`config.mk`:
```
export PLATFORM = sky130hd
export DESIGN_NAME = uart_cmd_assembler
export DESIGN_NICKNAME = d
export VERILOG_FILES = /design/src/rtl/uart_cmd_assembler.sv
export SDC_FILE = /design/constraint.sdc
export NUM_CORES = 1
export LEC_CHECK = 0
export ABC_AREA = 1
export CAP_MARGIN = 20
export CORE_MARGIN = 5
export CORE_UTILIZATION = 29
export CTS_BUF_LIST = sky130_fd_sc_hd__clkbuf_16
export CTS_CLUSTER_DIAMETER = 30
export DETAILED_ROUTE_END_ITERATION = 10
export GPL_ROUTABILITY_DRIVEN = 0
export GPL_TIMING_DRIVEN = 0
export PLACE_DENSITY = 0.5
export SLEW_MARGIN = 40
export SYNTH_ARGS = -nofsm -noshare
export SYNTH_HDL_FRONTEND = slang
export SYNTH_SLANG_ARGS = --single-unit
```
`constraint.sdc`:
```
create_clock -name clk -period 2.6 [get_ports clk]
set_input_delay 0.78 -clock clk [delete_from_list [all_inputs] [get_ports clk]]
set_output_delay 0.78 -clock clk [all_outputs]
set_load 0.02 [all_outputs]
```
`src/rtl/uart_cmd_assembler.sv`:
```
`default_nettype none
// ============================================================================
// Module   : uart_cmd_assembler
// Purpose  : Pairs bytes from the UART byte receiver (high byte first) into
//            16-bit commands for the command processor. A half-received
//            command is dropped if its low byte does not arrive within
//            TMO_CYCLES clocks, so the stream re-synchronises.
// Ports    : clk, rst_n        - clock, asynchronous active-low reset
//            rx_data, rx_rdy   - received byte and its ready level
//            clr_rx_rdy        - combinational acknowledge to the receiver
//            cmd, cmd_rdy      - registered command and its valid level
//            clr_cmd_rdy       - consumer acknowledge, clears cmd_rdy
//            frame_err         - one-cycle pulse when a high byte times out
//            overrun, clr_overrun - sticky overwrite flag and its clear
// Revision : 1.0 - initial release
// ============================================================================
module uart_cmd_assembler #(
  parameter int TMO_CYCLES = 262144,
  parameter int TMO_W      = 18
) (
  input  logic        clk,
  input  logic        rst_n,
  input  logic [7:0]  rx_data,
  input  logic        rx_rdy,
  output logic        clr_rx_rdy,
  output logic [15:0] cmd,
  output logic        cmd_rdy,
  input  logic        clr_cmd_rdy,
  output logic        frame_err,
  output logic        overrun,
  input  logic        clr_overrun
);

  typedef enum logic [0:0] {
    WAIT_HI = 1'b0,
    WAIT_LO = 1'b1
  } state_t;

  localparam logic [TMO_W-1:0] C_TMO_LAST = TMO_W'(TMO_CYCLES - 1);
  localparam logic [TMO_W-1:0] C_ONE      = TMO_W'(1);

  state_t           r_state;
  state_t           w_state_nxt;
  logic [7:0]       r_hi;
  logic [TMO_W-1:0] r_cnt;
  logic             w_hi_cap;
  logic             w_cmd_done;
  logic             w_tmo;

  // Every byte is taken in the cycle it is presented, in either state, so
  // the acknowledge is simply the ready level. Gated by rst_n so nothing is
  // acknowledged while the block is held in reset.
  assign clr_rx_rdy = rx_rdy & rst_n;

  always_ff @(posedge clk or negedge rst_n) begin
    if (!rst_n) begin
      r_state <= WAIT_HI;
    end else begin
      r_state <= w_state_nxt;
    end
  end

  always_comb begin
    w_state_nxt = r_state;
    w_hi_cap    = 1'b0;
    w_cmd_done  = 1'b0;
    w_tmo       = 1'b0;
    case (r_state)
      WAIT_HI: begin
        if (rx_rdy) begin
          w_hi_cap    = 1'b1;
          w_state_nxt = WAIT_LO;
        end
      end
      WAIT_LO: begin
        // A byte arriving in the final timeout cycle still completes the
        // command; the timeout only fires when no byte is present.
        if (rx_rdy) begin
          w_cmd_done  = 1'b1;
          w_state_nxt = WAIT_HI;
        end else if (r_cnt == C_TMO_LAST) begin
          w_tmo       = 1'b1;
          w_state_nxt = WAIT_HI;
        end
      end
      default: begin
        w_state_nxt = WAIT_HI;
      end
    endcase
  end

  // High-byte register and inter-byte timeout counter. The counter only
  // runs while a low byte is awaited and is zero on entry to WAIT_LO, so it
  // never gets past TMO_CYCLES-1.
  always_ff @(posedge clk or negedge rst_n) begin
    if (!rst_n) begin
      r_hi  <= 8'h00;
      r_cnt <= '0;
    end else begin
      if (w_hi_cap) begin
        r_hi <= rx_data;
      end
      if (r_state == WAIT_LO && w_state_nxt == WAIT_LO) begin
        r_cnt <= r_cnt + C_ONE;
      end else begin
        r_cnt <= '0;
      end
    end
  end

  // Command outputs. A completing command takes priority over both
  // acknowledges: cmd_rdy stays set with the new value, and an overrun that
  // coincides with clr_overrun is still recorded.
  always_ff @(posedge clk or negedge rst_n) begin
    if (!rst_n) begin
      cmd       <= 16'h0000;
      cmd_rdy   <= 1'b0;
      frame_err <= 1'b0;
      overrun   <= 1'b0;
    end else begin
      frame_err <= w_tmo;
      if (w_cmd_done) begin
        cmd     <= {r_hi, rx_data};
        cmd_rdy <= 1'b1;
      end else if (clr_cmd_rdy) begin
        cmd_rdy <= 1'b0;
      end
      // Overwriting a command the consumer is acknowledging in this same
      // cycle is not an overrun.
      if (w_cmd_done && cmd_rdy && !clr_cmd_rdy) begin
        overrun <= 1'b1;
      end else if (clr_overrun) begin
        overrun <= 1'b0;
      end
    end
  end

endmodule
`default_nettype wire

```
==> impl_metrics.env <==
export IMPL_die_h_um=95.06
export IMPL_p_int_mw=1.362
export IMPL_rsz0062_at_grt="no"
export IMPL_cap_violations=0
export IMPL_synth_top_cell_area_share_pct=54.86
export IMPL_top_layer_used="met4"
export IMPL_p_switching_uw=554.1
export IMPL_num_antenna_cells=0
export IMPL_cts_htree_levels=2
export IMPL_drtAntennaViolNets=0
export IMPL_synthTopCellsByArea="dfrtp_1, nand2_1, nor2_1"
export IMPL_post_dp_hpwl_um=3239
export IMPL_hp_class="primary input to async pin"
export IMPL_worst_setup_path_type="primary input to primary output"
export IMPL_clock_skew_ps=9.854
export IMPL_port_buffers=32
export IMPL_reg2reg_to="r_state"
export IMPL_vdd_drop_max_uv=380.9
export IMPL_seq_area_frac_synth_pct=54.86
export IMPL_hold_viol=0
export IMPL_period_share_pct=96.82
export IMPL_area_growth_synth_to_final_pct=28.86
export IMPL_outcome="completed"
export IMPL_async_flop_share_pct=100.0
export IMPL_fin_nets=296
export IMPL_max_stage_delay_ps=550
export IMPL_syn_instance_count=242
export IMPL_core_area_um2=7137
export IMPL_dpl_cell_area_um2=2560
export IMPL_wl_per_cell_um=11.33
export IMPL_holdWs_ps=338.1
export IMPL_initial_core_util_pct=29.40
export IMPL_reg2reg_slack_ps=960
export IMPL_syn_nets=256
export IMPL_crit_family="buffers and inverters"
export IMPL_cp_num_cells=4
export IMPL_crit_end="clr_rx_rdy"
export IMPL_clock_path_buffers=2
export IMPL_ios=33
export IMPL_timing_rr_start="r_cnt[0]"
export IMPL_critPathLaunch="rx_rdy"
export IMPL_routed_via_count=1549
export IMPL_drc=0
export IMPL_syn_area_per_cell_um2=8.671
export IMPL_path_cells="clkdlybuf4s50_1, nand2_1, inv_1, clkdlybuf4s15_1"
export IMPL_drtIter0Drc=42
export IMPL_globalRouteTotalUtil_pct=10.84
export IMPL_overflow=0
export IMPL_wl_met3_um=211
export IMPL_crit_fanout=5
export IMPL_yosys_register_bits=46
export IMPL_utilization_pct=37.89
export IMPL_wl_met2_um=1974
export IMPL_core_rowCount=31
export IMPL_via_per_inst=4.055
export IMPL_grt_pass1_wl_um=7645
export IMPL_crit_path_top_delay_cell="clkdlybuf4s50_1"
export IMPL_switching_share_pct=28.92
export IMPL_cts_tree="built"
export IMPL_cp_start_kind="primary input"
export IMPL_leakage_nw=1.193
export IMPL_fin_cells=382
export IMPL_fin_area_um2=2704
export IMPL_cts_sinks=46
export IMPL_met1Wirelength_um=2115
export IMPL_total_power_mw=1.916
export IMPL_worstPathBufferInverterCount=3
export IMPL_cts_buffers=5
export IMPL_yosysMostFrequentCell="nand2_1"
export IMPL_finalCriticalPeriod_ps=2517
export IMPL_nFillCells=755
export IMPL_antenna_found_initial=0
export IMPL_cts_root_buf="clkbuf_16"
export IMPL_dp_cells=374
export IMPL_rr_worst_depth=9
export IMPL_yosys_area_top_type="dfrtp_1"
export IMPL_first_pass_iters=4
export IMPL_cts_setup_buffers=0
export IMPL_syn_area_um2=2098
export IMPL_grt_pass1_vias=1628
export IMPL_pwr_share_comb_pct=21.7
export IMPL_endpoint_kind="primary output"
export IMPL_synth_distinct_cells=23
export IMPL_seqPwrFrac_pct=45.4
export IMPL_final_max_slew_viol_count=0
export IMPL_synth_edf_count=0
export IMPL_worstPathRequired_ps=1820
export IMPL_fp_dieW_um=95.06
export IMPL_fmax_mhz=397.2
export IMPL_synth_ff_type="dfrtp_1"
export IMPL_finalSetupViolCount=0
export IMPL_drive_above_1_share_pct=10.25
export IMPL_arrival_ps=1740
export IMPL_p_per_area_nw_per_um2=708.7
export IMPL_routed_wl_um=4329
export IMPL_synth_common_cells="nand2_1, dfrtp_1, nor2_1"
export IMPL_grt_max_degree=36
export IMPL_slew_headroom_pct=69.28
export IMPL_die_area_um2=9036
export IMPL_worstSkewPairLatency_ps=280
export IMPL_clkPwrFrac_pct=33.0
export IMPL_tightest_slew_ps=460.9
export IMPL_seq_area_um2=1151
export IMPL_ys_warn_count=0
export IMPL_multi_input_area_um2=825.8
export IMPL_path_clk_slew_ps=70
stage by stage:
step	setup WS (ps)	TNS (ps)
after floorplan	870.5	0
after global placement	-1922	-35230
after detailed placement	-232.3	-232.3
after CTS	39.67	0
after global routing	13.39	0
final	82.55	0
layout by cell type, fill, tap and decap left out, drive strengths merged, types with 4 or more instances in the layout:
| cell | netlist | layout |
|---|---|---|
| nor2 | 39 | 39 |
| nor3 | 4 | 4 |
| nand3 | 7 | 7 |
| xor2 | 5 | 5 |
| clkdlybuf4s50 | 0 | 30 |
| clkbuf | 3 | 8 |
| o21ai | 17 | 17 |
| inv | 24 | 25 |
| nand2 | 85 | 85 |
| dfrtp | 46 | 46 |
worst min-delay path by stage:
| stage | start | end | slack (ps) | cells after the start |
|---|---|---|---|---|
| 2_1_floorplan | r_hi[2] | cmd[10] | 440 | 2 |
| 3_3_place_gp | r_hi[1] | cmd[9] | 450 | 2 |
| 3_5_place_dp | r_hi[5] | cmd[13] | 450 | 2 |
| 4_1_cts | rst_n | r_cnt[5] | 340 | 1 |
| 5_1_grt | rst_n | r_cnt[5] | 340 | 1 |
| 6_report | rst_n | r_cnt[5] | 340 | 1 |
cell families after synthesis:
kind of cell    share of synthesized area [%]
buf+inv                                 5.784
xor+xnor                                3.339
flops                                   54.86
compound gates                          5.068
simple gates                            30.35
fa+ha+maj                              0.5962
repair_timing:
action,CTS,global route
gates resized for setup,1,1
gates cloned,0,0
pin swaps,0,0
setup endpoints to repair,1,1
hold buffers,0,0
worst register-to-register path: cells and delay by family, from the launching register on:
family	cells	cell delay [ps]
and+or+nand+nor	7	730
buffers and inverters	1	150
DFF	1	410
adders and majority gates	1	220
metal layers:
| metal | GRT usage [%] | up-vias |
|---|---|---|
| met3 | 3.867 | 4 |
| met2 | 17.08 | 27 |
| met1 | 13.95 | 692 |
| li1 | - | 826 |
| met5 | 0 | - |
| met4 | 3.245 | 0 |
cell type report:
class                   count  area share, %
clock buffers               5          4.627
plain buffers               4          1.157
well taps                  99          4.581
clock inverters             3         0.6941
flip-flops and latches     46          42.57
inverters                  24          3.332
multi-input cells         168          30.54
repair buffers             33          12.49
power groups by stage:
stage	Sequential [mW]	Combinational [mW]	Clock (mW)
final	0.869	0.415	0.632
after floorplan	0.966	0.118	0
after CTS	0.872	0.427	0.660
after detailed placement	0.882	0.425	0
after global routing	0.886	0.462	0.683
after global placement	0.882	0.419	0
sequential cells by signal, summed over array words and instances (netlist names):
| name | flops |
|---|---|
| r_cnt | 18 |
| cmd | 16 |
| r_hi | 8 |
| cmd_rdy | 1 |
| frame_err | 1 |
| overrun | 1 |
| r_state | 1 |
Note: power is estimated with default switching activity, not from simulation.
